`src/rtl/tcm_ifetch_buf.sv`:
```
// tcm_ifetch_buf -- instruction prefetch buffer between the core fetch stage
// and the TCM instruction port.
//
// Issues sequential 64-bit fetches (pc += 8) and queues the returned words in
// a DEPTH-entry FIFO. A word is handed to the core through valid/accept.
// Responses that belong to fetches issued before a redirect are discarded.
//
// Optional feature: define TCM_IFETCH_BYPASS_EN to let a response reach
// fetch_*_o combinationally when the FIFO is empty. Without it, every response
// is registered in the FIFO first.
//
// Parameters
//   DEPTH     FIFO entries and max outstanding fetches (power of 2, >= 2)
//   RESET_PC  fetch start address after reset (bits [2:0] ignored)
//
// Ports
//   clk_i, rst_i          clock, asynchronous active-high reset
//   branch_i/branch_pc_i  redirect pulse and target
//   fetch_*_o             FIFO head: valid, instruction, pc, fault
//   fetch_accept_i        core pops the head
//   mem_i_rd_o/mem_i_pc_o registered fetch request to the TCM
//   mem_i_accept_i        TCM takes the request
//   mem_i_valid_i/error_i/inst_i  in-order response from the TCM
module tcm_ifetch_buf #(
  parameter int          DEPTH    = 4,
  parameter logic [31:0] RESET_PC = 32'h0000_0000
) (
  input  logic        clk_i,
  input  logic        rst_i,
  input  logic        branch_i,
  input  logic [31:0] branch_pc_i,
  output logic        fetch_valid_o,
  output logic [63:0] fetch_instr_o,
  output logic [31:0] fetch_pc_o,
  output logic        fetch_fault_o,
  input  logic        fetch_accept_i,
  output logic        mem_i_rd_o,
  output logic [31:0] mem_i_pc_o,
  input  logic        mem_i_accept_i,
  input  logic        mem_i_valid_i,
  input  logic        mem_i_error_i,
  input  logic [63:0] mem_i_inst_i
);

  localparam int PW = $clog2(DEPTH);
  localparam int CW = PW + 1;
  localparam logic [CW:0] DEPTH_C = (CW + 1)'(DEPTH);

  logic [63:0]       fifo_instr [DEPTH];
  logic [31:0]       fifo_pc    [DEPTH];
  logic [DEPTH-1:0]  fifo_fault;
  logic [31:0]       pc_rec     [DEPTH];

  logic [PW-1:0] rd_ptr, wr_ptr, iss_ptr, rsp_ptr;
  logic [CW-1:0] count_q, inflight_q, drop_q;
  logic [CW-1:0] count_d, inflight_d, drop_d;
  logic          halted_q, halted_d;
  logic          rd_q, rd_d;
  logic [31:0]   pc_q, pc_d;

  logic          issue_acc;
  logic          rsp_keep;
  logic          head_valid;
  logic          bypass;
  logic          push;
  logic          pop;
  logic [31:0]   rsp_pc;
  logic          unused_branch_lsb;

  assign unused_branch_lsb = ^branch_pc_i[2:0];

  assign issue_acc  = rd_q & mem_i_accept_i;
  // A response is kept only when no stale fetches are still draining and no
  // redirect is happening this cycle.
  assign rsp_keep   = mem_i_valid_i & (drop_q == '0) & ~branch_i;
  // Responses return in order, so the response pointer selects the address
  // recorded when that fetch was accepted.
  assign rsp_pc     = pc_rec[rsp_ptr];
  assign head_valid = (count_q != '0);

`ifdef TCM_IFETCH_BYPASS_EN
  assign bypass        = rsp_keep & ~head_valid;
  assign fetch_valid_o = head_valid | bypass;
  assign fetch_instr_o = bypass ? mem_i_inst_i  : fifo_instr[rd_ptr];
  assign fetch_pc_o    = bypass ? rsp_pc        : fifo_pc[rd_ptr];
  assign fetch_fault_o = bypass ? mem_i_error_i : fifo_fault[rd_ptr];
`else
  assign bypass        = 1'b0;
  assign fetch_valid_o = head_valid;
  assign fetch_instr_o = fifo_instr[rd_ptr];
  assign fetch_pc_o    = fifo_pc[rd_ptr];
  assign fetch_fault_o = fifo_fault[rd_ptr];
`endif

  assign pop  = head_valid & fetch_accept_i & ~branch_i;
  // A bypassed word taken by the core in the same cycle never enters the FIFO.
  assign push = rsp_keep & ~(bypass & fetch_accept_i);

  assign mem_i_rd_o = rd_q;
  assign mem_i_pc_o = pc_q;

  always_comb begin
    inflight_d = inflight_q + CW'(issue_acc) - CW'(mem_i_valid_i);
    count_d    = count_q + CW'(push) - CW'(pop);
    drop_d     = drop_q;
    halted_d   = halted_q | (mem_i_valid_i & (drop_q == '0) & mem_i_error_i);
    pc_d       = issue_acc ? pc_q + 32'd8 : pc_q;
    if (mem_i_valid_i && drop_q != '0)
      drop_d = drop_q - CW'(1);
    if (branch_i) begin
      // Everything still outstanding after this cycle's updates is stale.
      count_d  = '0;
      drop_d   = inflight_d;
      halted_d = 1'b0;
      pc_d     = {branch_pc_i[31:3], 3'b000};
    end
    // Issue decision is made on next-cycle credits so the registered request
    // never oversubscribes the FIFO.
    rd_d = ~halted_d && (({1'b0, count_d} + {1'b0, inflight_d}) < DEPTH_C);
  end

  always_ff @(posedge clk_i or posedge rst_i) begin
    if (rst_i) begin
      pc_q       <= {RESET_PC[31:3], 3'b000};
      rd_q       <= 1'b0;
      halted_q   <= 1'b0;
      count_q    <= '0;
      inflight_q <= '0;
      drop_q     <= '0;
      rd_ptr     <= '0;
      wr_ptr     <= '0;
      iss_ptr    <= '0;
      rsp_ptr    <= '0;
      fifo_fault <= '0;
      for (int i = 0; i < DEPTH; i++) begin
        fifo_instr[i] <= '0;
        fifo_pc[i]    <= '0;
        pc_rec[i]     <= '0;
      end
    end else begin
      pc_q       <= pc_d;
      rd_q       <= rd_d;
      halted_q   <= halted_d;
      count_q    <= count_d;
      inflight_q <= inflight_d;
      drop_q     <= drop_d;
      if (issue_acc) begin
        pc_rec[iss_ptr] <= pc_q;
        iss_ptr         <= iss_ptr + PW'(1);
      end
      if (mem_i_valid_i)
        rsp_ptr <= rsp_ptr + PW'(1);
      if (branch_i) begin
        rd_ptr <= '0;
        wr_ptr <= '0;
      end else begin
        if (push) begin
          fifo_instr[wr_ptr] <= mem_i_inst_i;
          fifo_pc[wr_ptr]    <= rsp_pc;
          fifo_fault[wr_ptr] <= mem_i_error_i;
          wr_ptr             <= wr_ptr + PW'(1);
        end
        if (pop)
          rd_ptr <= rd_ptr + PW'(1);
      end
    end
  end

  // Credit accounting must make a push into a full FIFO impossible.
  always_ff @(posedge clk_i) begin
    if (!rst_i)
      assert (!(push && ({1'b0, count_q} == DEPTH_C)));
  end

endmodule
```
`config.mk`:
```
export PLATFORM = sky130hd
export DESIGN_NAME = tcm_ifetch_buf
export DESIGN_NICKNAME = d
export VERILOG_FILES = /design/src/rtl/tcm_ifetch_buf.sv
export SDC_FILE = /design/constraint.sdc
export NUM_CORES = 1
export LEC_CHECK = 0
export CAP_MARGIN = 20
export CORE_MARGIN = 5
export CORE_UTILIZATION = 57
export DETAILED_ROUTE_END_ITERATION = 10
export PLACE_DENSITY = 0.8
export SLEW_MARGIN = 0
export SYNTH_ARGS = -nofsm -noshare
export SYNTH_HDL_FRONTEND = slang
export SYNTH_SLANG_ARGS = --single-unit
```
`constraint.sdc`:
```
create_clock -name clk_i -period 26.3 [get_ports clk_i]
set_clock_uncertainty 0.1 [all_clocks]
set_input_delay 7.89 -clock clk_i [delete_from_list [all_inputs] [get_ports clk_i]]
set_output_delay 7.89 -clock clk_i [all_outputs]
set_load 0.01 [all_outputs]
```
==> results of run 1 <==
final cells by class:
class,count,area (um^2),area share (%)
sequential,540,13520,47.71
multi-input combinational,857,9878,34.85
timing repair buffer,240,2382,8.405
clock buffer,83,1652,5.827
tap,539,674.4,2.379
clock inverter,17,156.4,0.5518
inverter,19,78.83,0.2781
worst max-delay path by stage:
stage / startpoint / to / slack, ns / depth (start not counted)
final: rd_ptr[1] / fetch_instr_o[58] / 14.90 / 3
after global routing: rst_i / fifo_instr[175] / 14.69 / 6
after CTS: rd_ptr[1] / fetch_instr_o[58] / 14.81 / 3
after detailed placement: rst_i / fifo_instr[239] / 14.46 / 5
after global placement: rst_i / fifo_instr[111] / 14.61 / 5
after floorplan: rst_i / count_q[0] / 3.22 / 1
critical path: stages, from the launching register on:
cell,delay (ns)
dfrtp_4,0.87
buf_4,0.79
mux4_2,0.60
clkdlybuf4s50_1,0.54
power by group through the flow:
| stage | clock network (mW) | logic, mW | registers [mW] |
|---|---|---|---|
| finish | 0.766 | 1.01 | 1.23 |
| global route | 0.822 | 1.09 | 1.26 |
| CTS | 0.783 | 1.03 | 1.23 |
| detailed placement | 0 | 1.02 | 1.24 |
| global placement | 0 | 0.992 | 1.22 |
| floorplan | 0 | 0.686 | 1.16 |
cells in the mapped netlist (3+ instances only):
cell	n
a31oi_1	12
and3_1	3
and4_1	3
buf_1	11
buf_2	57
buf_4	11
buf_6	3
clkbuf_1	33
dfrtp_1	540
ha_1	17
inv_1	19
mux2_2	482
mux2i_1	3
mux4_2	123
nand2_1	52
nand3_1	13
nand4_1	14
nor2_1	21
nor4_1	4
o211ai_1	3
o21ai_0	28
o31ai_1	8
or3_1	6
or4_1	12
xnor2_1	11
xor2_1	12
cell families after synthesis:
group	Yosys count	share of synthesized area [%]
XOR/XNOR	23	0.8400
AND/OR/NAND/NOR	144	3.266
flip-flops	540	56.35
multiplexers	608	34.31
other	1	0.01564
adder cells (fa/ha/maj)	19	1.054
AO/OA/AOI/OAI	57	1.461
buffers and inverters	136	2.703
through the flow:
step                      utilization (%)  hold WS [ns]  total power [mW]
after global routing                67.88        0.3995             3.171
final                               67.88        0.3810             3.003
after floorplan                         -        0.3446             1.850
after detailed placement            63.48        0.3689             2.262
after global placement              63.48        0.3562             2.213
after CTS                           67.81        0.3828             3.039
routing by layer:
layer / wire length, um / vias to the layer above
met2: 24900 / 364
met4: 889 / 2
met1: 22150 / 7273
li1: - / 6022
met5: 9 / -
met3: 2496 / 77
flip-flops by register name, indices dropped and copies added (netlist names):
signal,cells
fifo_instr,256
fifo_pc,116
pc_rec,116
mem_i_pc_o,29
fifo_fault,4
count_q,3
drop_q,3
inflight_q,3
iss_ptr,2
rd_ptr,2
rsp_ptr,2
wr_ptr,2
halted_q,1
mem_i_rd_o,1
==> key figures, run 1 <==
Power
  – Power share of the clock group: about a quarter
  – Pleak: between 10 and 15 nW
  – Pwr dens: ~110 mW/mm^2
  – Reg power frac: around two fifths
  – Comb power frac: about a third
  – Sw frac: ~29%
  – Max VDD drop: approximately 0.055 mV
  – Cell Int Power: between 2 and 2.5 mW
  – Switching power: slightly below 0.9 mW

Floorplanning
  – Core Area: about 0.042 mm^2
  – Die Ht: roughly 220 um
  – Die area: between 0.04 and 0.05 mm^2
  – Initial Utilization: between 50% and 60%
  – Die width: around 220 um
  – Std-Cell Rows: 75
  – I/O Pins: 234

Timing
  – Fin. max-slew vios: 0
  – RSZ-0062 raised after global routing: no
  – Worst Tran Pin Value: 1.037 ns
  – Setup TNS Final: 0 ns
  – Tmin final: around 11 ns
  – Slew margin rel.: between 30% and 40%
  – Worst setup margin: 14.90 ns
  – Finish-stage setup viols: 0
  – Number of hold violations in the final report: 0
  – Crit share post-route: 43.35%
  – Max Clk Rate: 0.08772 GHz

CTS
  – Post-cts sizing count: 0
  – Num CTS Buffers: 55
  – Clk_lat worst skew: 0.60 ns
  – CTS tree: built
  – Clock Sinks: 540
  – Clock-pin transition on the worst setup and hold timing paths: 0.06 ns
  – CTS Buffer Depth: 3
  – CTS Hold Bufs: 0
  – # H-tree levels: 2
  – Clk root buf: clkbuf_16
  – Post-CTS Setup Inserts: 0

Logic synthesis
  – Area of the mapped netlist: between 0.02 and 0.025 mm^2
  – Post-synth top area share: between 50% and 60%
  – Async set-reset flop share out of synthesis: 100.0%
  – Post-Syn Instances: between 1500 and 2000
  – Netlist cell types: 47
  – Ys flop type: dfrtp_1
  – Yosys reg bits: 540
  – Leading post-synthesis cells by cell area: dfrtp_1, mux2_2, mux4_2
  – Ys Warns: 0
  – Avg Inst Size Synth: between 15 and 20 um^2
  – Post-synth EDFFs: 0
  – Yosys top cell by area: dfrtp_1
  – Seq/Total Area, Yosys: a little under three fifths

Finish
  – Post-Layout Inst Area: about 0.028 mm^2
  – Final cell count without fillers: approximately 2300
  – Fill cells: around 2800
  – Most frequent cells in the layout: dfrtp_1, mux2_2, clkdlybuf4s50_1, mux4_2, clkbuf_16
  – Most common cell after layout, fill and taps aside: dfrtp_1
  – Area Growth Syn to Fin: 18.20%
  – Net count, final: 1835
  – Ratio of cells with drive above 1 in the final layout: approximately two fifths
  – Diodes inserted: 0

Global routing
  – First-pass GRT wire length: between 80000 and 90000 um
  – GRT Util Overall: between 20 and 25%
  – Initial antenna violation count: 1
  – Largest net degree at the start of global routing: about 150
  – Met1 usage: between 30% and 40%
  – GRT busiest layer: met2
  – Overflow after GRT: 0
  – GR Util met3: under 10%
  – Vias in the first global route: between 15000 and 20000
  – Grt met2 use: between 30 and 40%

Worst hold path
  – Hold Path Origin: pc_rec[108]
  – HP Class: reg2reg
  – Hold Crit Depth: 2
  – Min-Delay Endpoint: pc_rec[108]

Place
  – DP HPWL: approximately 31000 um
  – Pre-CTS setup slack: about 14 ns
  – RD Place Congestion: around 0.79
  – Port buffer count: ~220
  – Placed cells: 2194
  – Placed cell area: between 0.02 and 0.03 mm^2

Drt
  – DR iter-0 viols: around 740
  – Per-cell routed wire length: roughly 22 um
  – DRC Markers: 0
  – Via count: 13738
  – First-pass iteration count of the detailed router: 5
  – Routed Antenna Nets: 0
  – Overall routed net length: ~50000 um
  – Post-DR vias/cell: around 6.0

Outcome
  – Status: completed

Setup path
  – R2r endpoint: mem_i_rd_o
  – Req. time, crit path: 18.31 ns
  – Maximum fanout along the worst path: 54
  – Worst R2R Setup Slack: ~23 ns
  – CP Capture Type: output pin
  – Worst Path Arrival: between 3 and 4 ns
  – CP Class: reg2out
  – Reg2reg start: drop_q[0]
  – Worst Reg-to-Reg Cells: 16
  – Critical Path Start Type: flip-flop

Run
  – Max Cap Violations: 0
No activity file was read; power rests on OpenSTA's default activity.
==> inputs of run 2 (changes only) <==
clock period = 11.6 ns   (was 26.3 ns; I/O delays follow)
==> run 2 against run 1 <==
Against the previous run:
- worst setup slack worse by 10 ns
- non-clock buffer count is 4 lower
- critical path depth unchanged
- sequential cell count did not move
- utilization increased by 0.47 points
- combinational power rose by 130%
- sequential power up 130%
- clock-buffer cell count rose by 3
- total power rose by 130%
==> key figures, run 2 (synthesized netlist as in run 1, its figures left out) <==
Place
  – Placed cells: 2190 (-0.18%)
  – Placed cell area: 0.02651 mm^2 (about the same)
  – Port buffer count: 224 (unchanged)
  – DP HPWL: 31120 um (-1.0%)
  – RD Place Congestion: 0.7747 (-1.5%)

Setup path
  – CP Capture Type: output pin
  – Maximum fanout along the worst path: 49 (-9.3%)
  – CP Class: reg2out
  – Worst Path Arrival: 3.49 ns (+0.08 ns)
  – Critical Path Start Type: flip-flop
  – Req. time, crit path: 8.02 ns (-10.29 ns)

Finish
  – Area Growth Syn to Fin: 19.02%
  – Most frequent cells in the layout: dfrtp_1, mux2_2, clkdlybuf4s50_1, mux4_2, clkbuf_16
  – Register area: 0.01352 mm^2 (unchanged)
  – Top reg by flops: fifo_instr
  – Area taken by multi-input logic gates: 0.009878 mm^2 (unchanged)
  – Post-Layout Inst Area: 0.02854 mm^2 (+0.70%)
  – Largest regs: fifo_instr: 256 flops, fifo_pc: 116 flops, pc_rec: 116 flops
  – Most common cell after layout, fill and taps aside: dfrtp_1
  – Net count, final: 1832 (-0.16%)
  – Diodes inserted: 0 (unchanged)
  – Max reg flops: 256 (unchanged)
  – Fill cells: 2837 (+0.35%)
  – Ratio of cells with drive above 1 in the final layout: 41.57% (unchanged)
  – Final cell count without fillers: 2295 (unchanged)
  – Final cell utilization of the core: 68.35% (+0.47 points)

Floorplanning
  – I/O Pins: 234 (unchanged)
  – Die width: 215.1 um (unchanged)
  – Core Area: 0.04176 mm^2 (unchanged)
  – Die Ht: 215.1 um (unchanged)
  – Std-Cell Rows: 75 (unchanged)
  – Die area: 0.04627 mm^2 (unchanged)
  – Initial Utilization: 57.43% (unchanged)

Power
  – Pleak: 12.98 nW (+0.64%)
  – Max VDD drop: 0.1506 mV (+180%)
  – Pwr dens: 245.3 mW/mm^2 (+130%)

Worst hold path
  – HP Class: reg2reg

Global routing
  – Initial antenna violation count: 1 (unchanged)
  – First-pass GRT wire length: 84750 um (+1.6%)
  – Overflow after GRT: 0 (unchanged)
  – Largest net degree at the start of global routing: 193 (+28%)
  – GRT Util Overall: 22.62% (+0.40 points)
  – Vias in the first global route: 15276 (+0.79%)

Timing
  – Fin. max-slew vios: 0 (unchanged)
  – Number of hold violations in the final report: 0 (unchanged)
  – Slew margin rel.: 25.37% (-5.5 points)
  – Crit share post-route: 60.96%
  – Finish-stage setup viols: 0 (unchanged)
  – Worst Tran Pin Value: 1.119 ns (+0.08209 ns)
  – Setup TNS Final: 0 ns (unchanged)
  – Tmin final: around 7.1 ns
  – Max Clk Rate: ~0.14 GHz
  – RSZ-0062 raised after global routing: no

Drt
  – Post-DR vias/cell: 5.970 (-0.26%)
  – DR iter-0 viols: 831 (+13%)
  – DRC Markers: 0 (unchanged)
  – Overall routed net length: 50980 um (+1.1%)
  – Routed Antenna Nets: 0 (unchanged)
  – First-pass iteration count of the detailed router: 5 (unchanged)
  – Via count: 13702 (-0.26%)
  – Per-cell routed wire length: 22.21 um (+1.1%)

CTS
  – CTS Hold Bufs: 0 (unchanged)
  – Clk root buf: clkbuf_16
  – CTS tree: built
  – # H-tree levels: 2 (unchanged)
  – Post-cts sizing count: 0 (unchanged)
  – Clk_lat worst skew: 0.60 ns (about the same)
  – Post-CTS Setup Inserts: 0 (unchanged)
  – Clock-pin transition on the worst setup and hold timing paths: 0.06 ns (about the same)
  – Clock Sinks: 540 (unchanged)
  – CTS Buffer Depth: 3 (unchanged)
  – Num CTS Buffers: 56 (+1.8%)

Outcome
  – Status: completed

Run
  – Max Cap Violations: 0 (unchanged)
## run 2: changes by cell type in the layout (fill, tap and decap cells not counted), sizes merged
cell,change
buf,-4
clkbuf,+3
inv,-1
clkinv,-4
bufinv,+6
## run 2: final cells by class
class	count	area share [%]
repair buffers	236	8.346
inverters	19	0.2630
flip-flops and latches	540	47.38
well taps	539	2.363
multi-input cells	857	34.61
clock buffers	86	6.049
clock inverters	18	0.9907
## run 2: final timing paths
| path | from | endpoint | slack (ns) | cells after the start |
|---|---|---|---|---|
| min in group asynchronous | rst_i | fifo_instr[130] | 3.33 | 3 |
| min reg2reg | pc_rec[94] | pc_rec[94] | 0.38 | 2 |
| min | pc_rec[94] | pc_rec[94] | 0.38 | 2 |
| max in group asynchronous | rst_i | fifo_instr[166] | 6.23 | 4 |
| max | rd_ptr[1] | fetch_instr_o[58] | 4.53 | 3 |
| max reg2reg | drop_q[0] | mem_i_rd_o | 7.87 | 16 |
## run 2: where the power goes
part	switching (mW)	internal (mW)	total [mW]
logic	0.911	1.39	2.30
registers	0.363	2.43	2.79
clock network	0.737	1.18	1.91
## run 2: critical path, cell delays in order (launching register included)
cell,delay [ns]
dfrtp_4,0.99
buf_4,0.74
mux4_2,0.58
clkdlybuf4s50_1,0.55
## run 2: layer usage
metal	share of wire (%)	vias up	global-route usage (%)
li1	-	6017	-
met1	44	7255	32.21
met2	49	347	36.80
met3	4.7	81	3.968
met4	2.1	2	6.081
met5	0.025	-	0
## run 2: through the flow
| stage | hold slack, ns | worst slack, ns | total power, mW |
|---|---|---|---|
| floorplan | 0.3446 | 0.6760 | 4.195 |
| global placement | 0.3560 | 4.397 | 5.013 |
| detailed placement | 0.3730 | 4.303 | 5.131 |
| CTS | 0.3865 | 4.482 | 7.076 |
| global route | 0.4042 | 4.422 | 7.383 |
| finish | 0.3841 | 4.529 | 7.002 |
==> inputs of run 3 (changes only) <==
CORE_UTILIZATION = 52   (was 57)
PLACE_DENSITY = 0.77   (was 0.8)
clock period = 6.35 ns   (was 11.6 ns; I/O delays follow)
==> run 3 against run 2 <==
Against the previous run:
- worst hold slack got worse by 0.0033 ns
- critical endpoint is now fetch_instr_o[54]
- worst setup slack lost 3.2 ns
- utilization down 5.5 points
- first-iteration DRC count is 6.6% lower
- largest cell class unchanged
- sequential share of layout area shrank 0.075 points
- clock power rose by 73%
- critical path depth did not move
- non-clock buffer count grew 10
==> key figures, run 3 (synthesized netlist as in run 1, its figures left out) <==
CTS
  – CTS Buffer Depth: 3 (unchanged)
  – Post-cts sizing count: 0 (unchanged)
  – # H-tree levels: 2 (unchanged)
  – Num CTS Buffers: 56 (unchanged)
  – Clock Sinks: 540 (unchanged)
  – Post-CTS Setup Inserts: 0 (unchanged)
  – Clock-pin transition on the worst setup and hold timing paths: 0.06 ns (about the same)
  – CTS tree: built
  – Clk root buf: clkbuf_16
  – Clk_lat worst skew: 0.59 ns (about the same)
  – CTS Hold Bufs: 0 (unchanged)

Setup path
  – Maximum fanout along the worst path: 61 (+24%)
  – CP Capture Type: output pin
  – Crit-path cells: buf_4 -> mux4_2 -> clkdlybuf4s50_1
  – Worst path slowest cell: dfrtp_4
  – CP peak stage delay: 1.14 ns (+0.15 ns)
  – Req. time, crit path: 4.35 ns (-3.67 ns)
  – CP Class: reg2out
  – Critical Path Start Type: flip-flop
  – Worst Path Arrival: 3.05 ns (-0.44 ns)

Finish
  – Area Growth Syn to Fin: 19.21%
  – Largest regs: fifo_instr: 256 flops, fifo_pc: 116 flops, pc_rec: 116 flops
  – Register area: 0.01352 mm^2 (unchanged)
  – Fill cells: 3334 (+18%)
  – Max reg flops: 256 (unchanged)
  – Area taken by multi-input logic gates: 0.009878 mm^2 (unchanged)
  – Top reg by flops: fifo_instr
  – Ratio of cells with drive above 1 in the final layout: 41.87% (+0.30 points)
  – Net count, final: 1842 (+0.55%)
  – Final cell utilization of the core: 62.86% (-5.5 points)
  – Most common cell after layout, fill and taps aside: dfrtp_1
  – Most frequent cells in the layout: dfrtp_1, mux2_2, clkdlybuf4s50_1, mux4_2, clkbuf_16

Drt
  – Overall routed net length: 51520 um (+1.1%)
  – DR iter-0 viols: 776 (-6.6%)
  – Per-cell routed wire length: 21.77 um (-2.0%)
  – First-pass iteration count of the detailed router: 5 (unchanged)
  – Post-DR vias/cell: 5.800 (-2.9%)
  – DRC Markers: 0 (unchanged)
  – Routed Antenna Nets: 0 (unchanged)
  – Via count: 13723 (+0.15%)

Place
  – Port buffer count: 224 (unchanged)
  – RD Place Congestion: 0.7797 (+0.65%)
  – DP HPWL: 32820 um (+5.5%)

Global routing
  – Overflow after GRT: 0 (unchanged)
  – First-pass GRT wire length: 84090 um (-0.78%)
  – GRT Util Overall: 20.76% (-1.9 points)
  – Initial antenna violation count: 2 (+1)
  – Vias in the first global route: 15128 (-0.97%)
  – Largest net degree at the start of global routing: 164 (-15%)

Run
  – Max Cap Violations: 0 (unchanged)

Floorplanning
  – Die width: 224.7 um (+4.5%)
  – Die Ht: 224.7 um (+4.5%)
  – Core Area: 0.04548 mm^2 (+8.9%)
  – Die area: 0.05051 mm^2 (+9.2%)
  – Initial Utilization: 52.73% (-4.7 points)
  – I/O Pins: 234 (unchanged)
  – Std-Cell Rows: 78 (+4.0%)

Outcome
  – Status: completed

Power
  – Pwr dens: 441.2 mW/mm^2 (+80%)
  – Max VDD drop: 0.2449 mV (+63%)
  – Pleak: 12.98 nW (about the same)
  – Sw frac: 28.90% (+0.18 points)
  – Power share of the clock group: 26.3% (-1.0 points)
  – Comb power frac: 33.6% (+0.8 points)
  – Cell Int Power: 8.967 mW (+80%)
  – Switching power: 3.645 mW (+81%)
  – Reg power frac: 40.1% (+0.3 points)

Timing
  – Slew margin rel.: 29.23% (+3.9 points)
  – RSZ-0062 raised after global routing: no
  – Tmin final: 5.051 ns
  – Max Clk Rate: ~0.2 GHz
  – Worst Tran Pin Value: 1.062 ns (-0.05790 ns)
  – Number of hold violations in the final report: 0 (unchanged)
  – Setup TNS Final: 0 ns (unchanged)
  – Finish-stage setup viols: 0 (unchanged)
  – Fin. max-slew vios: 0 (unchanged)
  – Worst hold slack: 0.3808 ns (-0.003285 ns)
  – Crit share post-route: between 70% and 80%

Worst hold path
  – HP Class: reg2reg
==> run 3: worst paths after layout <==
kind                       startpoint                 to  slack (ns)  depth (start not counted)
min in group asynchronous       rst_i    fifo_instr[254]        1.63                          2
min                        pc_rec[62]         pc_rec[62]        0.38                          2
max                         rd_ptr[1]  fetch_instr_o[54]        1.30                          3
max reg2reg                 drop_q[0]         mem_i_rd_o        2.66                         16
max in group asynchronous       rst_i        pc_rec[113]        3.25                          3
min reg2reg                pc_rec[62]         pc_rec[62]        0.38                          2
==> run 3: layout make-up <==
| type | count | share of cell area [%] |
|---|---|---|
| tap | 600 | 2.626 |
| multi-input combinational | 857 | 34.55 |
| clock buffer | 85 | 5.917 |
| timing repair buffer | 246 | 8.622 |
| sequential | 540 | 47.30 |
| inverter | 19 | 0.2626 |
| antenna | 1 | 0.008754 |
| clock inverter | 18 | 0.7047 |
==> run 3: critical path, delay by kind of cell (launching register included) <==
family	cells	cell delay, ns
multiplexers	1	0.37
buffers and inverters	2	0.92
flip-flops	1	1.14
==> run 3: power groups by stage <==
stage               combinational, mW  clock (mW)  sequential, mW
floorplan                        2.84           0            4.82
global placement                 4.18           0            5.03
detailed placement               4.31           0            5.11
CTS                              4.32        3.40            5.06
global route                     4.57        3.55            5.18
finish                           4.24        3.31            5.05
==> run 3: through the flow <==
step                area, um^2  instances  setup slack (ns)  total power, mW
global placement         26690       2262            0.7400            9.208
CTS                      28580       2365             1.235            12.79
global route             28580       2365             1.135            13.30
detailed placement       26690       2262            0.7123            9.420
finish                   28590       2366             1.299            12.61
floorplan                24000       1533            -2.999            7.664
==> run 3: per-layer routing <==
metal / wire length [um] / part of all wire (%) / vias up / GRT usage [%]
li1: - / - / 6061 / -
met4: 1038 / 2.0 / 2 / 4.930
met2: 25490 / 49 / 318 / 34.41
met5: 17 / 0.033 / - / 0
met3: 2314 / 4.5 / 80 / 3.654
met1: 22660 / 44 / 7262 / 29.10
